File: config.mk
export PLATFORM = sky130hd
export DESIGN_NAME = ps2_key_ctrl_flat
export DESIGN_NICKNAME = d
export VERILOG_FILES = /design/src/rtl/ps2_key_ctrl_if.sv /design/src/rtl/ps2_key_ctrl.sv /design/src/flat_wrapper.sv
export SDC_FILE = /design/constraint.sdc
export NUM_CORES = 1
export LEC_CHECK = 0
export BUFFER_PORTS_ARGS = -buffer_cell sky130_fd_sc_hd__clkbuf_2
export CORE_ASPECT_RATIO = 0.5
export CORE_MARGIN = 4
export CORE_UTILIZATION = 50
export DETAILED_ROUTE_END_ITERATION = 16
export PLACE_DENSITY = 0.79
export SLEW_MARGIN = 40
export SYNTH_ARGS = -nofsm -noshare
export SYNTH_HDL_FRONTEND = slang
export SYNTH_SLANG_ARGS = --single-unit
File: constraint.sdc
create_clock -name clk -period 12.6 [get_ports clk]
set_input_delay 2.52 -clock clk [delete_from_list [all_inputs] [get_ports clk]]
set_output_delay 2.52 -clock clk [all_outputs]
set_load 0.05 [all_outputs]
File: src/rtl/ps2_key_ctrl_if.sv
// ps2_key_ctrl_if -- key event stream from the scancode controller to its consumer.
//   ev_valid  : head event present (FIFO non-empty)
//   ev_ready  : consumer takes the head event this cycle
//   ev_code   : head event scancode, prefixes stripped
//   ev_ext    : head event was E0-prefixed
//   ev_break  : head event is a release (1) or a press (0)
// master = event producer (ps2_key_ctrl), slave = consumer.
interface ps2_key_ctrl_if;
  logic       ev_valid;
  logic       ev_ready;
  logic [7:0] ev_code;
  logic       ev_ext;
  logic       ev_break;

  modport master (output ev_valid, ev_code, ev_ext, ev_break, input ev_ready);
  modport slave  (input ev_valid, ev_code, ev_ext, ev_break, output ev_ready);
endinterface

File: src/rtl/ps2_key_ctrl.sv
// ps2_key_ctrl -- parses the PS/2 scancode byte stream (make, F0 break, E0
// extended, E1 Pause), tracks the held key, counts distinct presses, drops
// typematic repeats and queues key events for a valid/ready consumer.
// Ports:
//   clk, resetn         : clock, synchronous active-low reset
//   rx_valid, rx_data   : one-cycle strobe + received byte
//   ev (master)         : event FIFO head and handshake
//   held_valid/code/ext : currently held key
//   press_cnt           : accepted presses, wraps
//   ev_ovf              : sticky, an event was dropped on a full FIFO
//   seq_err             : one-cycle pulse per illegal prefix byte
module ps2_key_ctrl #(
  parameter int FIFO_DEPTH = 8,
  parameter int CNT_W      = 8
) (
  input  logic              clk,
  input  logic              resetn,
  input  logic              rx_valid,
  input  logic [7:0]        rx_data,
  ps2_key_ctrl_if.master    ev,
  output logic              held_valid,
  output logic [7:0]        held_code,
  output logic              held_ext,
  output logic [CNT_W-1:0]  press_cnt,
  output logic              ev_ovf,
  output logic              seq_err
);

  localparam int AW = $clog2(FIFO_DEPTH);

  typedef enum logic [2:0] {ST_IDLE, ST_EXT, ST_BRK, ST_EXT_BRK, ST_SKIP} state_e;

  typedef struct packed {
    logic [7:0] code;
    logic       ext;
    logic       brk;
  } event_t;

  state_e           state_q, state_d;
  logic [2:0]       skip_q, skip_d;
  logic             held_valid_q, held_valid_d;
  logic [7:0]       held_code_q, held_code_d;
  logic             held_ext_q, held_ext_d;
  logic [CNT_W-1:0] cnt_q, cnt_d;
  logic             ovf_q, ovf_d;
  logic             seq_err_q, seq_err_d;
  logic [AW-1:0]    wr_ptr_q, wr_ptr_d, rd_ptr_q, rd_ptr_d;
  logic [AW:0]      count_q, count_d;
  event_t           mem_q [FIFO_DEPTH];

  logic             is_make, is_break, key_ext, key_match;
  logic             push, pop, full, push_ok;
  event_t           push_ev, head;

  // Byte parser: decides what each received byte means.
  // NOTE: every signal gets a default before the case so no latch is inferred.
  always_comb begin
    state_d   = state_q;
    skip_d    = skip_q;
    seq_err_d = 1'b0;
    is_make   = 1'b0;
    is_break  = 1'b0;
    key_ext   = 1'b0;
    if (rx_valid) begin
      case (state_q)
        ST_IDLE: begin
          case (rx_data)
            8'hE0:   state_d = ST_EXT;
            8'hF0:   state_d = ST_BRK;
            8'hE1: begin
              state_d = ST_SKIP;
              skip_d  = 3'd7;          // rest of the 8-byte Pause sequence
            end
            default: is_make = 1'b1;
          endcase
        end
        ST_EXT: begin
          case (rx_data)
            8'hF0:   state_d = ST_EXT_BRK;
            8'hE0:   seq_err_d = 1'b1; // stay in EXT
            8'hE1: begin
              seq_err_d = 1'b1;
              state_d   = ST_IDLE;
            end
            default: begin
              is_make = 1'b1;
              key_ext = 1'b1;
              state_d = ST_IDLE;
            end
          endcase
        end
        ST_BRK, ST_EXT_BRK: begin
          state_d = ST_IDLE;
          if (rx_data == 8'hF0 || rx_data == 8'hE0 || rx_data == 8'hE1) begin
            seq_err_d = 1'b1;
          end else begin
            is_break = 1'b1;
            key_ext  = (state_q == ST_EXT_BRK);
          end
        end
        ST_SKIP: begin
          skip_d = skip_q - 3'd1;
          if (skip_q == 3'd1) state_d = ST_IDLE;
        end
        default: state_d = ST_IDLE;
      endcase
    end
  end

  // Held-key tracking, press counter and FIFO bookkeeping.
  always_comb begin
    held_valid_d = held_valid_q;
    held_code_d  = held_code_q;
    held_ext_d   = held_ext_q;
    cnt_d        = cnt_q;

    key_match = held_valid_q && (held_ext_q == key_ext) && (held_code_q == rx_data);
    // A make of the already-held key is a typematic repeat and is discarded.
    push    = is_break || (is_make && !key_match);
    push_ev = '{code: rx_data, ext: key_ext, brk: is_break};

    if (is_make && !key_match) begin
      held_valid_d = 1'b1;
      held_code_d  = rx_data;
      held_ext_d   = key_ext;
      cnt_d        = cnt_q + CNT_W'(1);
    end
    if (is_break && key_match) held_valid_d = 1'b0;

    pop     = (count_q != '0) && ev.ev_ready;
    full    = (count_q == (AW+1)'(FIFO_DEPTH));
    // A full FIFO still takes a push when the head leaves in the same cycle.
    push_ok = push && (!full || pop);
    ovf_d   = ovf_q || (push && !push_ok);

    wr_ptr_d = wr_ptr_q + AW'(push_ok);
    rd_ptr_d = rd_ptr_q + AW'(pop);
    count_d  = count_q + (AW+1)'(push_ok) - (AW+1)'(pop);
  end

  // NOTE: sequential state uses non-blocking assignments only.
  always_ff @(posedge clk) begin
    if (!resetn) begin
      state_q      <= ST_IDLE;
      skip_q       <= '0;
      held_valid_q <= 1'b0;
      held_code_q  <= '0;
      held_ext_q   <= 1'b0;
      cnt_q        <= '0;
      ovf_q        <= 1'b0;
      seq_err_q    <= 1'b0;
      wr_ptr_q     <= '0;
      rd_ptr_q     <= '0;
      count_q      <= '0;
    end else begin
      state_q      <= state_d;
      skip_q       <= skip_d;
      held_valid_q <= held_valid_d;
      held_code_q  <= held_code_d;
      held_ext_q   <= held_ext_d;
      cnt_q        <= cnt_d;
      ovf_q        <= ovf_d;
      seq_err_q    <= seq_err_d;
      wr_ptr_q     <= wr_ptr_d;
      rd_ptr_q     <= rd_ptr_d;
      count_q      <= count_d;
    end
  end

  // NOTE: the storage array is not reset; the zero count makes stale entries
  // unreachable and the head outputs are forced to 0 while empty.
  always_ff @(posedge clk) begin
    if (push_ok) mem_q[wr_ptr_q] <= push_ev;
  end

  assign head        = mem_q[rd_ptr_q];
  assign ev.ev_valid = (count_q != '0);
  assign ev.ev_code  = ev.ev_valid ? head.code : 8'h00;
  assign ev.ev_ext   = ev.ev_valid & head.ext;
  assign ev.ev_break = ev.ev_valid & head.brk;

  assign held_valid = held_valid_q;
  assign held_code  = held_code_q;
  assign held_ext   = held_ext_q;
  assign press_cnt  = cnt_q;
  assign ev_ovf     = ovf_q;
  assign seq_err    = seq_err_q;

endmodule

File: src/flat_wrapper.sv
// flat-port wrapper written by rule: the top's interface ports become plain ports
module ps2_key_ctrl_flat 
#(
  parameter int FIFO_DEPTH = 8,
  parameter int CNT_W      = 8
)
  (clk, resetn, rx_valid, rx_data, held_valid, held_code, held_ext, press_cnt, ev_ovf, seq_err, ev_ev_valid, ev_ev_code, ev_ev_ext, ev_ev_break, ev_ev_ready);
  ps2_key_ctrl_if ev_i ();
  input  logic clk;
  input  logic resetn;
  input  logic rx_valid;
  input  logic [7:0] rx_data;
  output logic held_valid;
  output logic [7:0] held_code;
  output logic held_ext;
  output logic [CNT_W-1:0] press_cnt;
  output logic ev_ovf;
  output logic seq_err;
  output wire logic [$bits(ev_i.ev_valid)-1:0] ev_ev_valid;
  output wire logic [$bits(ev_i.ev_code)-1:0] ev_ev_code;
  output wire logic [$bits(ev_i.ev_ext)-1:0] ev_ev_ext;
  output wire logic [$bits(ev_i.ev_break)-1:0] ev_ev_break;
  input wire logic [$bits(ev_i.ev_ready)-1:0] ev_ev_ready;
  assign ev_ev_valid = ev_i.ev_valid;
  assign ev_ev_code = ev_i.ev_code;
  assign ev_ev_ext = ev_i.ev_ext;
  assign ev_ev_break = ev_i.ev_break;
  assign ev_i.ev_ready = ev_ev_ready;
  ps2_key_ctrl #(.FIFO_DEPTH(FIFO_DEPTH), .CNT_W(CNT_W)) u_core (.clk(clk), .resetn(resetn), .rx_valid(rx_valid), .rx_data(rx_data), .ev(ev_i), .held_valid(held_valid), .held_code(held_code), .held_ext(held_ext), .press_cnt(press_cnt), .ev_ovf(ev_ovf), .seq_err(seq_err));
endmodule
==> run summary <==
CTS root buf -> clkbuf_16
Max Cap Viol -> 0
GRT overflow -> 0
Post-synth top area cell -> edfxtp_1
Final setup viols -> 0
Reg2Reg Depth -> 10
N_diodes -> 0
Share of layout cells above drive strength 1 -> 0.261
DR vias/cell -> 5.60
Reg clk slew, reported paths -> 0.05 ns
Setup tns final -> 0 ns
Sequential fraction of the synthesis area -> 0.613
H-Tree Depth -> 4
CTS tree -> yes
PD cells -> 203 nW/um2
CTS Hold Bufs -> 0
Leakage power total -> 2.21 nW
Setup bufs post-CTS -> 0
Placer Congestion -> 0.823
Avg Inst Size Synth -> 14.0 um2
Worst hold stages -> 1
Final Non-Filler Cells -> 568
Syn Inst Count -> 365
CP Data Arrival Time -> 5.61 ns
Final Hold Fails -> 0
Fin crit period -> 5.31 ns
Seq cells post-synth -> 116
CP Class -> in2reg
Post-CTS sizing -> 0
Vias -> 3,180
Worst Skew -> 0.00944 ns
Vias in the first global route -> 3,169
Post-synth cell types -> 38
Die area -> 12,000 um2
Peak Freq -> 0.188 GHz
Initial antenna violation count -> 0
Startpoint types -> primary input
Core footprint -> 9670 um2
Hold EP -> u_core.ev_ovf
Drt total wl -> 10,700 um
Worst R2R End -> u_core.count_q[3]
Max-slew violations -> 0
Crit end category -> flip-flop
DR DRC count -> 0
Drt first pass iters -> 5
Row count -> 25
Synthesized cell area -> 5090 um2
Post-DP Area -> 5520 um2
HP Start -> u_core.ev_ovf
Final Cell Area -> 6110 um2
Area contributors post-synth -> edfxtp_1 (47%), dfxtp_1 (14%), mux4_2 (8.8%)
Clock tree buffer depth -> 2
DRT antenna net count -> 0
RSZ-0062 raised after global routing -> no
Initial Util -> 0.527
First-pass GRT wire length -> 17,400 um
Reg-to-reg critical path startpoint -> u_core.held_code[1]
Area growth, synth to finish -> 19.9%
Worst-margin pin slew -> 0.783 ns
Post-detailed-placement half-perimeter wirelength -> 6800 um
Top cell type's share of synthesized area -> 0.472
R2R Setup Slk -> 9.62 ns
Critical Path Fanout Max -> 11
1st-iter DRT viols -> 201
Die H -> 79.4 um
Yosys warns -> 0
Critical Path RT -> 12.90 ns
Largest net degree at the start of global routing -> 54
Worst hold-check path type -> reg2reg
# IOs -> 43
Overall Global Routing Usage -> 0.198
Status -> finished, final reports clean
PortBufs -> 42
Drt wl/cell -> 18.9 um
Relative slew slack -> 0.478
Die Span X -> 151 um
Final worst-path cycle share -> 0.421
Fin nets -> 446
Clock Latency Late Sink -> 0.41 ns
Power Total -> 1.24 mW
Mapped Nets -> 391
Clock sink count -> 116
Clock buffer count from CTS -> 17
Maximum vdd drop -> 0.000148 V
Placed cell count -> 536
-- worst max-delay path by stage --
stage	startpoint	end	slack, ns	depth (start not counted)
5_1_grt	rx_data[1]	u_core.count_q[2]	7.20	11
6_report	rx_data[2]	u_core.count_q[3]	7.29	11
3_5_place_dp	rx_data[1]	u_core.count_q[2]	6.94	11
4_1_cts	rx_data[1]	u_core.count_q[2]	7.33	11
2_1_floorplan	rx_data[1]	u_core.mem_q[2][0]	6.43	5
3_3_place_gp	rx_data[1]	u_core.count_q[2]	7.04	11
-- logic make-up after synthesis --
kind of cell	share of synthesized area
muxes	0.140
xor gates and xnor gates	0.0278
AOI/OAI and AO/OA	0.0548
adders and majority gates	0.0359
buffers and inverters	0.0243
and+or+nand+nor	0.104
DFF	0.613
-- state kept, by name (all words and copies together), names as in the netlist --
signal             cells
u_core.skip_q          3
u_core.press_cnt       8
u_core.mem_q          80
u_core.seq_err         1
u_core.held_ext        1
u_core.ev_ovf          1
u_core.count_q         4
u_core.state_q         3
u_core.rd_ptr_q        3
u_core.held_valid      1
u_core.held_code       8
u_core.wr_ptr_q        3
-- worst max-delay path, cell delays in order --
cell      delay, ns
clkbuf_2       0.20
or4b_4         0.62
o311a_4        0.46
xnor2_4        0.32
a21o_1         0.44
a21oi_1        0.19
ha_1           0.25
a21o_1         0.16
a21oi_1        0.19
xor2_1         0.09
and2_1         0.16
-- Yosys cell counts (all sizes together) --
cell type,count
a2111oi,8
nand3,6
mux2i,26
nand2b,10
xor2,3
a21o,3
o41ai,1
dfxtp,36
inv,16
ha,13
nand2,38
nor2,17
or4b,1
a21oi,8
o311a,2
and2,11
fa,1
xnor2,11
nand3b,2
a21boi,2
and3,2
or3,3
a211oi,4
a31oi,2
nor2b,4
nor4,1
buf,2
o31ai,1
clkbuf,13
edfxtp,80
nor3,7
nand4,6
mux4,20
o21a,5
-- where the power goes --
group / internal [mW] / switching (mW)
clock: 0.292 / 0.175
sequential: 0.434 / 0.0190
combinational: 0.110 / 0.210
total: 0.836 / 0.404
-- layout by cell type, fill, tap and decap left out, types with 13 or more instances in the layout --
cell | Yosys | routed
mux4_2 | 20 | 20
nor2_1 | 17 | 17
dfxtp_1 | 36 | 35
clkbuf_2 | 0 | 41
clkbuf_16 | 0 | 17
mux2i_1 | 26 | 26
edfxtp_1 | 80 | 80
ha_1 | 13 | 13
nand2_1 | 38 | 38
inv_1 | 16 | 16
-- cell type report --
| type | instances | area, um2 |
|---|---|---|
| clock buffer | 17 | 425 |
| clock inverter | 15 | 156 |
| fill | 705 | 3560 |
| inverter | 16 | 60.1 |
| multi-input combinational | 218 | 1890 |
| sequential | 116 | 3120 |
| tap | 135 | 169 |
| timing repair buffer | 51 | 280 |
-- stage by stage --
step | hold WS (ns) | utilization | worst slack [ns]
3_5_place_dp | 0.450 | 0.571 | 6.94
4_1_cts | 0.464 | 0.631 | 7.33
5_1_grt | 0.475 | 0.632 | 7.20
3_3_place_gp | 0.441 | 0.570 | 7.04
2_1_floorplan | 0.502 | - | 6.43
6_report | 0.463 | 0.632 | 7.29
-- routing by layer --
layer / vias up / track usage / routed length, um
met5: - / 0 / 0
met2: 108 / 0.307 / 5070
met4: 0 / 0.0841 / 133
li1: 1485 / - / -
met3: 12 / 0.0542 / 772
met1: 1575 / 0.265 / 4750
(Power assumes the default switching activity.)
